## src/rtl/universal_register.sv

```systemverilog
// WIDTH-bit storage element with enable, synchronous clear and eight operations:
// hold, load, shift left/right, rotate left/right, count up/down.
module universal_register #(
    parameter int unsigned WIDTH     = 8,
    parameter logic [31:0] RESET_VAL = 32'd0
) (
    input  logic             clk,
    input  logic             reset,
    input  logic             En,
    input  logic             clr,
    input  logic [2:0]       mode,
    input  logic [WIDTH-1:0] D,
    input  logic             sin_l,
    input  logic             sin_r,
    output logic [WIDTH-1:0] q,
    output logic             carry,
    output logic             zero,
    output logic             sout_l,
    output logic             sout_r
);

    localparam int unsigned   SUM_W = WIDTH + 1;
    localparam logic [WIDTH-1:0] RST_Q = RESET_VAL[WIDTH-1:0];

    typedef enum logic [2:0] {
        MODE_HOLD  = 3'd0,
        MODE_LOAD  = 3'd1,
        MODE_SHL   = 3'd2,
        MODE_SHR   = 3'd3,
        MODE_ROL   = 3'd4,
        MODE_ROR   = 3'd5,
        MODE_UP    = 3'd6,
        MODE_DOWN  = 3'd7
    } mode_e;

    logic [WIDTH-1:0] r_q;
    logic             r_carry;
    logic [WIDTH-1:0] w_q_nxt;
    logic             w_carry_nxt;
    logic [SUM_W-1:0] w_inc;
    logic [SUM_W-1:0] w_dec;
    mode_e            w_mode;

    // One extra bit on each side of the counter captures the wrap/borrow.
    assign w_inc  = {1'b0, r_q} + SUM_W'(1);
    assign w_dec  = {1'b0, r_q} - SUM_W'(1);
    assign w_mode = mode_e'(mode);

    // Next-state decode: clear beats enable, enable gates the mode.
    always_comb begin
        w_q_nxt     = r_q;
        w_carry_nxt = r_carry;
        if (clr) begin
            w_q_nxt     = '0;
            w_carry_nxt = 1'b0;
        end else if (En) begin
            case (w_mode)
                MODE_HOLD: begin
                    w_q_nxt     = r_q;
                    w_carry_nxt = 1'b0;
                end
                MODE_LOAD: begin
                    w_q_nxt     = D;
                    w_carry_nxt = 1'b0;
                end
                MODE_SHL: begin
                    w_q_nxt     = {r_q[WIDTH-2:0], sin_l};
                    w_carry_nxt = r_q[WIDTH-1];
                end
                MODE_SHR: begin
                    w_q_nxt     = {sin_r, r_q[WIDTH-1:1]};
                    w_carry_nxt = r_q[0];
                end
                MODE_ROL: begin
                    w_q_nxt     = {r_q[WIDTH-2:0], r_q[WIDTH-1]};
                    w_carry_nxt = r_q[WIDTH-1];
                end
                MODE_ROR: begin
                    w_q_nxt     = {r_q[0], r_q[WIDTH-1:1]};
                    w_carry_nxt = r_q[0];
                end
                MODE_UP: begin
                    w_q_nxt     = w_inc[WIDTH-1:0];
                    w_carry_nxt = w_inc[WIDTH];
                end
                MODE_DOWN: begin
                    w_q_nxt     = w_dec[WIDTH-1:0];
                    w_carry_nxt = w_dec[WIDTH];
                end
                default: begin
                    w_q_nxt     = r_q;
                    w_carry_nxt = r_carry;
                end
            endcase
        end
    end

    always_ff @(posedge clk or negedge reset) begin
        if (!reset) begin
            r_q     <= RST_Q;
            r_carry <= 1'b0;
        end else begin
            r_q     <= w_q_nxt;
            r_carry <= w_carry_nxt;
        end
    end

    assign q      = r_q;
    assign carry  = r_carry;
    assign zero   = (r_q == '0);
    assign sout_l = r_q[WIDTH-1];
    assign sout_r = r_q[0];

endmodule

```

## config.mk

```make
export PLATFORM = sky130hd
export DESIGN_NAME = universal_register
export DESIGN_NICKNAME = d
export VERILOG_FILES = /design/src/rtl/universal_register.sv
export SDC_FILE = /design/constraint.sdc
export NUM_CORES = 1
export LEC_CHECK = 0
export CAP_MARGIN = 30
export CORE_ASPECT_RATIO = 1.1
export CORE_MARGIN = 2
export CORE_UTILIZATION = 41
export CTS_CLUSTER_SIZE = 14
export DETAILED_ROUTE_END_ITERATION = 12
export PLACE_DENSITY = 0.76
export SLEW_MARGIN = 20
export SYNTH_ARGS = -nofsm -noshare
export SYNTH_HDL_FRONTEND = slang
export SYNTH_SLANG_ARGS = --single-unit
```

## constraint.sdc

```tcl
create_clock -name clk -period 3.72 [get_ports clk]
set_input_delay 0.558 -clock clk [delete_from_list [all_inputs] [get_ports clk]]
set_output_delay 0.558 -clock clk [all_outputs]
set_load 0.05 [all_outputs]
```

==> metrics.txt <==
status finished, final reports clean; setup TNS 0 ns; Synth Warn # 0; CP max stage delay 0.86 ns; HPWL after DPL 2142 µm; Post-Layout Cell Count 184; CTS clk-pin slew, worst paths 0.07 ns; Synth async-reset ratio 100.0%; later-pin clock latency in the skew report 0.27 ns; P_sw 0.1644 mW; Peak VDD IR 0.2144 mV; Switching Share 41.96%; dominant synthesized flop cell dfrtp_1; r2r setup slk 1.72 ns; total chip power 0.3917 mW; worst r2r src q[4]; leading cell type in the layout, fill and taps excluded clkdlybuf4s50_1; share of cells above drive strength 1 13.07%; via count 1162; RSZ-0062 raised after global routing false; Max Root-Sink Buffers 2; FF+latch count, synth 9; antenna diode count 0; post-route setup slack 0.6507 ns; Final setup violation count 0; Sequential Area 225.2 µm²; Peak Freq 325.8 MHz; number of global-route vias before repair 1116; Cell variety after synth 50; Die Ht 58.11 µm; Ports 29; Multi-input gate area 755.7 µm²; Final ANT Viol Nets 0; Starting Density 43.30%; CTS Sinks 9; post-cts resize count 0; Vias/cell 6.315; fin crit period 3.069 ns; FP Rows 19; worst r2r path cells 4; CP endpoint kind output pin; IO buf count 28; placed cell areas 1338 µm²; slowest CP cell clkdlybuf4s50_1; worst reg2reg endpoint q[7]; most frequent cells in the layout 28 x clkdlybuf4s50_1, 10 x nor2_1, 9 x dfrtp_1; Pins Over Slew Limit 0; global placer's final weighted congestion 0.9168; drt first pass iters 4; GRT overflow 0; pwr/cell area 287.2 nW/µm²; first-pass GRT wire length 4940 µm; Layout area overhead 25.00%; cts-stage hold buffer count 0; P_int 0.2273 mW; largest net degree at the start of global routing 20; number of synthesized flops with an enable pin 0; htree depth 1; post-synthesis sequential area ratio 20.64%; Critical Path Sink zero; CTS tree built; Post-Syn Area 1091 µm²; initial antenna violation count 0; die width 53.19 µm; final core occ 54.12%; static leakage 0.5085 nW; Die Area 3090 µm²; crit path launch q[4]; Layout fillers 252; crit-path cells or4_4 > nor4b_1 > clkdlybuf4s50_1; crit path DAT 2.51 ns; Worst-Margin Slew 0.7140 ns; Synth Instances 133; post-CTS setup buffer count 0; final hold slack 0.4948 ns; final hold violation count 0; drt initial violations 43; root buf cell clkbuf_4; worst endpoint required time 3.16 ns; Startpoint Class flip-flop; power share of the clock group 20.8%; CTS Buf Count 3; Hold Crit Class flip-flop to flip-flop; relative slew slack 52.25%; Clock Skew 0.001036 ns; Comb power frac 47.4%; WL per Instance 16.53 µm; Max-Cap Viols 0; Placed Cells 180; # nets final 174; DR DRC count 0; DP Worst Slack 0.9369 ns; Core Region 2520 µm²; GRT Total Usage 21.67%; Mapped Nets 153; Crit Path Max Fanout 9; Finished Cell Area 1364 µm²; WS Path Type flip-flop to output pin; Total Routed Length 3041 µm; depth of the worst hold-timing path 2; Final period util 82.51%; Avg Synthesized Cell Area 8.203 µm²; share of power burned in registers 31.9%
-- critical path, delay by kind of cell, from the launching register on --
kind	cells	cell delay [ns]
buf+inv	1	0.86
flops	1	0.46
simple gates	2	0.93
-- how the worst min path moves through the flow --
stage          slack (ns)  endpoint  start
6_report             0.49     carry  carry
5_1_grt              0.54     carry  carry
4_1_cts              0.50     carry  carry
3_5_place_dp         0.49     carry  carry
3_3_place_gp         0.47     carry  carry
2_1_floorplan        0.26     carry  reset
-- final cells by class --
class                           instances  share of cell area, %
Clock buffer                            4                  1.927
Inverter                                6                  1.651
Multi-Input combinational cell        104                  55.41
Sequential cell                         9                  16.51
Tap cell                               31                  2.844
Timing Repair Buffer                   30                  21.65
-- cells in the mapped netlist (3+ instances only) --
| library cell | number | share of area, % |
|---|---|---|
| a2111oi_0 | 3 | 2.4 |
| a211oi_1 | 3 | 2.1 |
| a21oi_1 | 7 | 3.2 |
| buf_4 | 5 | 3.4 |
| clkbuf_1 | 6 | 2.1 |
| dfrtp_1 | 9 | 21 |
| ha_1 | 3 | 3.4 |
| inv_1 | 6 | 2.1 |
| mux2_2 | 6 | 6.2 |
| mux2i_1 | 4 | 3.7 |
| nand2_1 | 6 | 2.1 |
| nand2b_1 | 4 | 2.3 |
| nor2_1 | 10 | 3.4 |
| nor3_1 | 3 | 1.4 |
| nor4_1 | 5 | 2.9 |
| o21ai_0 | 5 | 2.3 |
| o22ai_1 | 3 | 1.7 |
| o31a_1 | 3 | 2.4 |
-- routing by layer --
layer,GRT usage (%),share of wire [%],vias up
li1,-,-,549
met4,11.36,1.5,0
met3,4.381,7.4,8
met1,28.12,44,553
met5,0,0,-
met2,33.57,47,52
-- power by group through the flow --
stage	Sequential (mW)	Combinational (mW)	Clock (mW)
after floorplan	0.143	0.113	0
after global placement	0.126	0.182	0
after detailed placement	0.126	0.184	0
after CTS	0.125	0.185	0.0809
after global routing	0.127	0.199	0.0841
final	0.125	0.185	0.0813
-- registers in the layout, summed over array words and instances (netlist names) --
signal	count
q	8
carry	1
-- cells by family after synthesis --
kind of cell	share of synthesized area, %
buffers and inverters	10.09
adders and majority gates	3.441
xor gates and xnor gates	2.409
DFF	20.64
AOI/OAI and AO/OA	29.82
and+or+nand+nor	23.74
muxes	9.862
(Power assumes the default switching activity.)
